<file path="config.mk">
export PLATFORM = sky130hd
export DESIGN_NAME = hdb3_decoder_flat
export DESIGN_NICKNAME = d
export VERILOG_FILES = /design/src/rtl/hdb3_pkg.sv /design/src/rtl/hdb3_decoder_if.sv /design/src/rtl/hdb3_slicer.sv /design/src/rtl/hdb3_decoder.sv /design/src/flat_wrapper.sv
export SDC_FILE = /design/constraint.sdc
export NUM_CORES = 1
export LEC_CHECK = 0
export BUFFER_PORTS_ARGS = -buffer_cell sky130_fd_sc_hd__buf_4
export CORE_MARGIN = 2
export CORE_UTILIZATION = 45
export CTS_CLUSTER_DIAMETER = 200
export DETAILED_ROUTE_END_ITERATION = 8
export PLACE_DENSITY = 0.67
export SKIP_CTS_REPAIR_TIMING = 1
export SYNTH_ARGS = -nofsm -noshare
export SYNTH_HDL_FRONTEND = slang
export SYNTH_SLANG_ARGS = --single-unit
</file>
<file path="constraint.sdc">
create_clock -name clk_in -period 3.7 [get_ports clk_in]
set_clock_uncertainty 0.1 [all_clocks]
set_input_delay 0.74 -clock clk_in [delete_from_list [all_inputs] [get_ports clk_in]]
set_output_delay 0.74 -clock clk_in [all_outputs]
set_load 0.03 [all_outputs]
</file>
<file path="src/rtl/hdb3_pkg.sv">
// Shared symbol encodings and default slicer thresholds for the HDB3 decode path.
package hdb3_pkg;

    typedef enum logic [1:0] {
        SYM_ZERO = 2'b00,
        SYM_POS  = 2'b01,
        SYM_NEG  = 2'b11
    } sym_e;

    localparam logic [7:0]  TH_HI_DEF   = 8'h58;
    localparam logic [7:0]  TH_Z_HI_DEF = 8'h3f;
    localparam logic [7:0]  TH_Z_LO_DEF = 8'h30;
    localparam logic [7:0]  TH_LO_DEF   = 8'h0f;
    localparam logic [15:0] VIOL_MAX    = 16'hffff;

endpackage

</file>
<file path="src/rtl/hdb3_decoder_if.sv">
// Sample/symbol-clock inputs and decoded outputs of the HDB3 decoder.
interface hdb3_decoder_if;
    import hdb3_pkg::*;

    logic        clk_rec;
    logic [7:0]  indata_8;
    logic        dout;
    logic        dout_valid;
    logic        sym_err;
    logic [15:0] viol_cnt;

    modport master (
        output clk_rec, indata_8,
        input  dout, dout_valid, sym_err, viol_cnt
    );

    modport slave (
        input  clk_rec, indata_8,
        output dout, dout_valid, sym_err, viol_cnt
    );

endinterface

</file>
<file path="src/rtl/hdb3_slicer.sv">
// Combinational ternary slicer: maps one AD sample to +1 / 0 / -1 and flags
// samples that fall between the bands.
module hdb3_slicer
    import hdb3_pkg::*;
#(
    parameter logic [7:0] TH_HI   = TH_HI_DEF,
    parameter logic [7:0] TH_Z_HI = TH_Z_HI_DEF,
    parameter logic [7:0] TH_Z_LO = TH_Z_LO_DEF,
    parameter logic [7:0] TH_LO   = TH_LO_DEF
) (
    input  logic [7:0] sample,
    output sym_e       sym,
    output logic       err
);

    always_comb begin
        sym = SYM_ZERO;
        err = 1'b0;
        if (sample >= TH_HI) begin
            sym = SYM_POS;
        end else if (sample <= TH_LO) begin
            sym = SYM_NEG;
        end else if ((sample >= TH_Z_LO) && (sample <= TH_Z_HI)) begin
            sym = SYM_ZERO;
        end else begin
            err = 1'b1;
        end
    end

endmodule

</file>
<file path="src/rtl/hdb3_decoder.sv">
// HDB3 decoder: strobes on recovered clk_rec edges, slices samples, strips
// 000V/B00V substitutions through a 4-symbol pipeline and emits NRZ bits.
module hdb3_decoder
    import hdb3_pkg::*;
#(
    parameter int unsigned SAMPLE_DLY = 0,
    parameter logic [7:0]  TH_HI      = TH_HI_DEF,
    parameter logic [7:0]  TH_Z_HI    = TH_Z_HI_DEF,
    parameter logic [7:0]  TH_Z_LO    = TH_Z_LO_DEF,
    parameter logic [7:0]  TH_LO      = TH_LO_DEF
) (
    input  logic          clk_in,
    input  logic          rst_n,
    hdb3_decoder_if.slave bus
);

    localparam logic [2:0] DLY = 3'(SAMPLE_DLY);

    logic        clk_rec_d_q, clk_rec_d_d;
    logic        armed_q, armed_d;
    logic [2:0]  dly_cnt_q, dly_cnt_d;
    logic        dly_busy_q, dly_busy_d;
    sym_e        s_q [4];
    sym_e        s_d [4];
    logic [3:0]  occ_q, occ_d;
    sym_e        pol_last_q, pol_last_d;
    logic        pol_valid_q, pol_valid_d;
    logic        dout_q, dout_d;
    logic        dout_valid_q, dout_valid_d;
    logic        sym_err_q, sym_err_d;
    logic [15:0] viol_cnt_q, viol_cnt_d;

    logic        rec_rise;
    logic        strobe;
    sym_e        slice_sym;
    logic        slice_err;
    logic        is_v;

    hdb3_slicer #(
        .TH_HI   (TH_HI),
        .TH_Z_HI (TH_Z_HI),
        .TH_Z_LO (TH_Z_LO),
        .TH_LO   (TH_LO)
    ) u_slicer (
        .sample (bus.indata_8),
        .sym    (slice_sym),
        .err    (slice_err)
    );

    // armed_q masks the first cycle after reset so a clk_rec already high is not an edge
    assign rec_rise = bus.clk_rec & ~clk_rec_d_q & armed_q;

    always_comb begin
        clk_rec_d_d = bus.clk_rec;
        armed_d     = 1'b1;
        dly_cnt_d   = dly_cnt_q;
        dly_busy_d  = dly_busy_q;
        strobe      = 1'b0;

        if (SAMPLE_DLY == 0) begin
            strobe = rec_rise;
        end else begin
            strobe = dly_busy_q && (dly_cnt_q == DLY);
            if (strobe) begin
                dly_busy_d = 1'b0;
            end else if (dly_busy_q) begin
                dly_cnt_d = dly_cnt_q + 3'd1;
            end
            if (rec_rise) begin
                dly_busy_d = 1'b1;
                dly_cnt_d  = 3'd1;
            end
        end
    end

    assign is_v = (slice_sym != SYM_ZERO) && pol_valid_q && (slice_sym == pol_last_q);

    always_comb begin
        s_d          = s_q;
        occ_d        = occ_q;
        pol_last_d   = pol_last_q;
        pol_valid_d  = pol_valid_q;
        dout_d       = dout_q;
        dout_valid_d = 1'b0;
        sym_err_d    = 1'b0;
        viol_cnt_d   = viol_cnt_q;

        if (strobe) begin
            dout_d       = occ_q[3] && (s_q[3] != SYM_ZERO);
            dout_valid_d = occ_q[3];
            sym_err_d    = slice_err;

            // The V clears the entry landing in s[3] (B or 0); occupancy is only shifted.
            s_d[0] = is_v ? SYM_ZERO : slice_sym;
            s_d[1] = s_q[0];
            s_d[2] = s_q[1];
            s_d[3] = is_v ? SYM_ZERO : s_q[2];
            occ_d  = {occ_q[2:0], 1'b1};

            if (slice_sym != SYM_ZERO) begin
                pol_last_d  = slice_sym;
                pol_valid_d = 1'b1;
            end
            if (is_v && (viol_cnt_q != VIOL_MAX)) begin
                viol_cnt_d = viol_cnt_q + 16'd1;
            end
        end
    end

    always_ff @(posedge clk_in or negedge rst_n) begin
        if (!rst_n) begin
            clk_rec_d_q  <= 1'b0;
            armed_q      <= 1'b0;
            dly_cnt_q    <= '0;
            dly_busy_q   <= 1'b0;
            s_q          <= '{default: SYM_ZERO};
            occ_q        <= '0;
            pol_last_q   <= SYM_ZERO;
            pol_valid_q  <= 1'b0;
            dout_q       <= 1'b0;
            dout_valid_q <= 1'b0;
            sym_err_q    <= 1'b0;
            viol_cnt_q   <= '0;
        end else begin
            clk_rec_d_q  <= clk_rec_d_d;
            armed_q      <= armed_d;
            dly_cnt_q    <= dly_cnt_d;
            dly_busy_q   <= dly_busy_d;
            s_q          <= s_d;
            occ_q        <= occ_d;
            pol_last_q   <= pol_last_d;
            pol_valid_q  <= pol_valid_d;
            dout_q       <= dout_d;
            dout_valid_q <= dout_valid_d;
            sym_err_q    <= sym_err_d;
            viol_cnt_q   <= viol_cnt_d;
        end
    end

    assign bus.dout       = dout_q;
    assign bus.dout_valid = dout_valid_q;
    assign bus.sym_err    = sym_err_q;
    assign bus.viol_cnt   = viol_cnt_q;

endmodule

</file>
<file path="src/flat_wrapper.sv">
// flat-port wrapper written by rule: the top's interface ports become plain ports
module hdb3_decoder_flat import hdb3_pkg::*;
#(
    parameter int unsigned SAMPLE_DLY = 0,
    parameter logic [7:0]  TH_HI      = TH_HI_DEF,
    parameter logic [7:0]  TH_Z_HI    = TH_Z_HI_DEF,
    parameter logic [7:0]  TH_Z_LO    = TH_Z_LO_DEF,
    parameter logic [7:0]  TH_LO      = TH_LO_DEF
)
  (clk_in, rst_n, bus_clk_rec, bus_indata_8, bus_dout, bus_dout_valid, bus_sym_err, bus_viol_cnt);
  hdb3_decoder_if bus_i ();
  input  logic clk_in;
  input  logic rst_n;
  input wire logic [$bits(bus_i.clk_rec)-1:0] bus_clk_rec;
  input wire logic [$bits(bus_i.indata_8)-1:0] bus_indata_8;
  output wire logic [$bits(bus_i.dout)-1:0] bus_dout;
  output wire logic [$bits(bus_i.dout_valid)-1:0] bus_dout_valid;
  output wire logic [$bits(bus_i.sym_err)-1:0] bus_sym_err;
  output wire logic [$bits(bus_i.viol_cnt)-1:0] bus_viol_cnt;
  assign bus_i.clk_rec = bus_clk_rec;
  assign bus_i.indata_8 = bus_indata_8;
  assign bus_dout = bus_i.dout;
  assign bus_dout_valid = bus_i.dout_valid;
  assign bus_sym_err = bus_i.sym_err;
  assign bus_viol_cnt = bus_i.viol_cnt;
  hdb3_decoder #(.SAMPLE_DLY(SAMPLE_DLY), .TH_HI(TH_HI), .TH_Z_HI(TH_Z_HI), .TH_Z_LO(TH_Z_LO), .TH_LO(TH_LO)) u_core (.clk_in(clk_in), .rst_n(rst_n), .bus(bus_i));
endmodule
</file>
==> results of run 1 <==
[power groups by stage]
| stage | clock network [uW] | logic [uW] | registers, uW |
|---|---|---|---|
| floorplan | 0 | 53.5 | 501 |
| global placement | 0 | 143 | 469 |
| detailed placement | 0 | 147 | 473 |
| CTS | 181 | 147 | 465 |
| global route | 203 | 159 | 471 |
| finish | 173 | 144 | 465 |
[registers in the layout (all words and copies together), names as in the netlist]
signal / cells
u_core.clk_rec_d_q: 1
u_core.armed_q: 1
u_core.bus.viol_cnt: 16
u_core.occ_q: 4
u_core.pol_valid_q: 1
u_core.bus.dout: 1
u_core.pol_last_q: 2
u_core.s_q: 8
u_core.bus.dout_valid: 1
u_core.bus.sym_err: 1
[stage by stage]
stage / total power (uW) / setup slack [ns] / utilization / hold slack, ns / area, sq um
after floorplan: 555 / 1.36 / - / 0.330 / 1610
after global placement: 612 / 1.18 / 0.547 / 0.345 / 1850
after detailed placement: 620 / 1.14 / 0.547 / 0.353 / 1850
after CTS: 793 / 1.49 / 0.558 / 0.265 / 1890
after global routing: 834 / 1.43 / 0.558 / 0.269 / 1890
final: 782 / 1.50 / 0.558 / 0.255 / 1890
[final cells by class]
type	count	area, sq um
flip-flops and latches	36	901
clock buffers	5	37.5
well taps	46	57.6
multi-input cells	116	682
repair buffers	27	203
fillers	311	1500
inverters	3	11.3
[worst max-delay path, cell delays in order]
cell and delay, ns:
buf_4 0.13, nor4_4 0.31, and2_4 0.21, o21ai_4 0.09, or4_1 0.52, mux2_1 0.31
[cells in the final DEF (no fill, tap or decap), drive strengths merged, types with 2 or more instances in the layout]
cell,netlist,layout
a21oi,7,7
and2,4,4
and3,2,2
buf,2,27
clkbuf,1,5
dfrtp,36,36
inv,3,3
mux2,4,4
nand2,39,39
nand2b,2,2
nand3,6,6
nand4,7,7
nor2,11,11
nor4,5,5
o21ai,5,5
or2,2,2
xnor2,5,5
xor2,8,8
[per-layer routing]
layer  vias up  GRT usage  routed length (um)
li1        588          -                   -
met1       579      0.185                1280
met2        27      0.287                1500
met3         8     0.0423                 120
met4         0     0.0951                  59
met5         -          0                   0
[path summary, 6_finish.rpt]
kind                                     from                      end
setup / recovery              bus_indata_8[7]  u_core.bus.viol_cnt[12]
hold / removal                          rst_n       u_core.bus.sym_err
setup reg to reg           u_core.clk_rec_d_q  u_core.bus.viol_cnt[12]
hold reg to reg            u_core.pol_valid_q       u_core.pol_valid_q
max in group asynchronous               rst_n  u_core.bus.viol_cnt[11]
min in group clk_in        u_core.pol_valid_q       u_core.pol_valid_q
[kinds of logic after synthesis]
family	share of synthesized area
multiplexers	0.0280
XOR/XNOR	0.0708
AO/OA/AOI/OAI	0.0553
flip-flops	0.560
other	0.00233
adder cells (fa/ha/maj)	0.00778
buffers and inverters	0.0156
AND/OR/NAND/NOR	0.260
==> flow_summary_export.csv, run 1 <==
group,metric,value,unit
pwr,p_clk_frac,0.221,
status,outcome,"completed",
timing,maxClockFrequency,454,MHz
yosys,synth-main-ff-cell,"dfrtp_1",
placed_design,place_inst,228,
yosys,yosys_register_bits,36,
routing,num_vias,1202,
routing,routed_via_density,5.16,
worst_hold_path,hold_path.class,"in2async",
worst_setup_path,crit_path_max_fanout,7,
worst_setup_path,cp-end-kind,"register",
global_route,grt_max_degree,37,
yosys,synth_commonest_cells,"nand2_1, dfrtp_1, nor2_1",
cts,clock-sinks,36,
global_route,grtUsageTotal,0.166,
timing,finalCritPeriodShare,0.595,
pwr,p_leak,0.000906,uW
pwr,swShare,0.294,
die,start_util,0.474,
yosys,synth_edf_count,0,
final_layout,syn2layout_area_growth,17.7,%
yosys,synth_top_area_frac,0.560,
cts,cts_made_buffers,5,
worst_setup_path,critPathKind,"in2reg",
routing,ant_nets,0,
pwr,comb_power_share,0.184,
pwr,p_seq_frac,0.594,
worst_setup_path,ff2ff_path_depth,6,
cts,cts_tree,"built",
global_route,grt_first_pass_wirelength,5240,um
yosys,synth_cells,158,
cts,htree_levels,2,
cts,clk_pin_slew_worst_paths,0.09,ns
yosys,syn_nets,170,
yosys,synthDistinctLibCells,32,
yosys,ys_seq_area_frac,0.560,
routing,routed_wl,2960,um
cts,cts_root_buf,"clkbuf_4",
pwr,ir_worst_vdd,0.000199,V
pwr,internal_power,552,uW
timing,fin_setup_tns,0,ns
timing,setup_viol,0,
timing,slew_viol_final,0,
run,maxCapViolCount,0,
die,rows,21,
timing,slew_headroom,0.525,
final_layout,fin_nets,201,
die,io_pins,30,
die,die_w,63.8,um
pwr,switching_power,230,uW
timing,hold_violations,0,
worst_setup_path,crit_required,3.81,ns
cts,clock_latency,0.32,ns
final_layout,fin_cells,233,
yosys,async_reset_ff_frac,1.00,
yosys,syn_area,1610,sq um
pwr,p_per_area,413,nW/um^2
placed_design,hpwl,2190,um
yosys,yosysTopAreaCell,"dfrtp_1",
timing,period_needed,2.20,ns
die,coreArea,3390,sq um
worst_setup_path,regToRegSetupSlack,1.57,ns
placed_design,place.gp.congestion,0.832,
die,dieHeight,63.8,um
yosys,synth_area_per_cell,10.2,sq um
routing,drt_pass1_iterations,4,
yosys,synth_area_leaders,"dfrtp_1, nand2_1, xor2_1",
die,die_area,4070,sq um
placed_design,io_buffers,26,
global_route,antenna_found_initial,0,
routing,wl_per_cell,12.7,um
cts,clock_path_buffers,2,
worst_setup_path,arrival,2.31,ns
timing,rsz0062_at_grt,"false",
final_layout,drive_gt1_frac,0.193,
worst_setup_path,start_kind,"input pin",
global_route,overflow,0,
global_route,grt_pass1_vias,1255,
routing,route.detailed.drc,0,
timing,worst_pin_slew,0.710,ns
final_layout,antennaDiodeCount,0,
routing,dr.first_iter.drc_count,25,
yosys,yosys_warnings,0,
yosys,synth.most_common_cell,"nand2_1",
No activity file was read; power rests on OpenSTA's default activity.
==> inputs of run 2 (changes only) <==
--- a/config.mk
+++ b/config.mk
@@ -5,12 +5,13 @@
 export SDC_FILE = /design/constraint.sdc
 export NUM_CORES = 1
 export LEC_CHECK = 0
+export ABC_AREA = 1
 export BUFFER_PORTS_ARGS = -buffer_cell sky130_fd_sc_hd__buf_4
 export CORE_MARGIN = 2
 export CORE_UTILIZATION = 45
 export CTS_CLUSTER_DIAMETER = 200
 export DETAILED_ROUTE_END_ITERATION = 8
-export PLACE_DENSITY = 0.67
+export PLACE_DENSITY = 0.68
 export SKIP_CTS_REPAIR_TIMING = 1
 export SYNTH_ARGS = -nofsm -noshare
 export SYNTH_HDL_FRONTEND = slang
==> constraint.sdc (replaced) <==
create_clock -name clk_in -period 2 [get_ports clk_in]
set_clock_uncertainty 0.1 [all_clocks]
set_input_delay 0.4 -clock clk_in [delete_from_list [all_inputs] [get_ports clk_in]]
set_output_delay 0.4 -clock clk_in [all_outputs]
set_load 0.03 [all_outputs]
==> run 2 against run 1 <==
  * Global-route usage is 3.0 points higher
  * Combinational power is 130% higher
  * Critical path type is now reg2reg
  * Sequential cell count did not move
  * Sequential share of layout area fell by 7.6 points
  * Largest cell class unchanged
  * Highest routed layer unchanged
==> flow_summary_export.csv, run 2 <==
group,metric,value,unit
status,outcome,"completed",
global_route,grtUsageTotal,0.196,
worst_setup_path,arrival,1.88,ns
worst_setup_path,critical-path-max-stage-delay,0.42,ns
die,dieHeight,68.1,um
timing,hold_violations,0,
cts,cts_root_buf,"clkbuf_8",
cts,cts_made_buffers,5,
global_route,overflow,0,
worst_setup_path,critPathSlowestCell,"dfrtp_1",
global_route,antenna_found_initial,0,
placed_design,hpwl,2690,um
yosys,syn_area,1850,sq um
placed_design,place_inst,318,
routing,routed_wl,3800,um
final_layout,largest_reg_flops,16,
cts,clk_pin_slew_worst_paths,0.07,ns
pwr,ir_worst_vdd,0.000558,V
global_route,grt_first_pass_wirelength,6730,um
cts,cts_tree,"built",
yosys,yosys_warnings,0,
worst_setup_path,crit_top_cell,"nor2_4",
routing,routed_via_density,4.89,
yosys,yosysTopAreaCell,"dfrtp_1",
final_layout,antennaDiodeCount,0,
yosys,syn_nets,251,
yosys,synth_edf_count,0,
timing,rsz0062_at_grt,"false",
timing,period_needed,1.80,ns
routing,dr.first_iter.drc_count,90,
placed_design,dpl_worst_slack,0.192,ns
pwr,p_per_area,806,nW/um^2
placed_design,io_buffers,26,
timing,slew_viol_final,0,
routing,num_vias,1600,
timing,whs,0.124,ns
worst_setup_path,crit_path_max_fanout,12,
yosys,synth_area_leaders,"dfrtp_1, nand2_1, nand3_1",
die,die_w,68.1,um
yosys,synth_commonest_cells,"nand2_1, dfrtp_1, nand3_1",
timing,fin_setup_tns,0,ns
final_layout,drive_gt1_frac,0.188,
die,io_pins,30,
routing,route.detailed.drc,0,
global_route,grt_pass1_vias,1525,
timing,finalCritPeriodShare,0.901,
worst_setup_path,critPathKind,"reg2reg",
worst_setup_path,cp-end-kind,"register",
timing,maxClockFrequency,555,MHz
yosys,synth_top_area_frac,0.487,
yosys,synth_area_per_cell,7.74,sq um
cts,clock_path_buffers,2,
die,start_util,0.466,
worst_setup_path,crit_required,2.08,ns
cts,clock_latency,0.29,ns
yosys,ys_seq_area_frac,0.487,
final_layout,layout_common_cells,"nand2_1, dfrtp_1, buf_4",
routing,wl_per_cell,11.6,um
yosys,synth-main-ff-cell,"dfrtp_1",
yosys,synth.most_common_cell,"nand2_1",
yosys,async_reset_ff_frac,1.00,
run,maxCapViolCount,0,
yosys,synthDistinctLibCells,24,
final_layout,fin_cells,327,
worst_setup_path,crit_path_cell_trace,"ha_1, inv_1, nor2_4, nand2_2, nor2_4, nand4_4, buf_4, nand3_1, nand2_1",
die,coreArea,3970,sq um
routing,ant_nets,0,
die,die_area,4640,sq um
timing,setup_viol,0,
pwr,p_leak,0.00114,uW
die,rows,23,
final_layout,final_common_cell,"nand2_1",
global_route,grt_max_degree,37,
yosys,yosys_register_bits,36,
final_layout,fin_nets,288,
worst_setup_path,start_kind,"register",
final_layout,syn2layout_area_growth,21.7,%
routing,drt_pass1_iterations,4,
cts,htree_levels,2,
cts,clock-sinks,36,
worst_hold_path,hold_path.class,"in2reg",
timing,setup_ws,0.197,ns
yosys,synth_cells,239,
placed_design,place.gp.congestion,0.869,
[run 2: stage by stage]
stage          cell area [sq um]  power (uW)  utilization
2_1_floorplan               1850        1060            -
6_report                    2250        1810        0.566
3_3_place_gp                2130        1190        0.537
5_1_grt                     2250        1920        0.566
4_1_cts                     2240        1830        0.564
3_5_place_dp                2130        1200        0.537
[run 2: per-layer routing]
layer  up-vias  GRT usage  part of all wire
met1       738      0.272              0.51
met4         0     0.0825             0.016
met3         6     0.0543             0.037
li1        831          -                 -
met2        25      0.286              0.44
met5         -          0                 0
[run 2: cell type report]
type                       count  area [sq um]
clock buffer                   6          72.6
inverter                      18          67.6
multi-input combinational    179           838
sequential                    36           901
clock inverter                 2          35.0
tap                           50          62.6
fill                         373          1720
timing repair buffer          36           273
[run 2: critical path: cells and delay by family (launching register included)]
kind / cells / cell delay [ns]
adders and majority gates: 1 / 0.20
buffers and inverters: 2 / 0.31
DFF: 1 / 0.42
and+or+nand+nor: 6 / 0.66
[run 2: worst paths after layout]
kind | start | end | slack, ns | cells past startpoint
max | u_core.bus.viol_cnt[1] | u_core.bus.viol_cnt[0] | 0.20 | 9
min in group asynchronous | rst_n | u_core.s_q[3] | 0.50 | 2
max in group asynchronous | rst_n | u_core.bus.viol_cnt[9] | 0.98 | 2
min | bus_clk_rec | u_core.clk_rec_d_q | 0.12 | 1
max reg2reg | u_core.bus.viol_cnt[1] | u_core.bus.viol_cnt[0] | 0.20 | 9
min reg2reg | u_core.occ_q[0] | u_core.occ_q[0] | 0.35 | 2
[run 2: logic make-up (layout without fill, tap and decap cells)]
family | Yosys count | count (layout) | synth area share
other | 1 | 1 | 0.00203
buffers and inverters | 24 | 62 | 0.0595
AND/OR/NAND/NOR | 158 | 158 | 0.377
flip-flops | 36 | 36 | 0.487
adder cells (fa/ha/maj) | 1 | 1 | 0.00676
XOR/XNOR | 7 | 7 | 0.0332
AO/OA/AOI/OAI | 12 | 12 | 0.0345
[run 2: power by group]
group / switching [uW] / internal, uW / leakage [uW]
logic: 203 / 130 / 0.000619
registers: 46.5 / 802 / 0.000468
clock network: 261 / 370 / 0.0000552
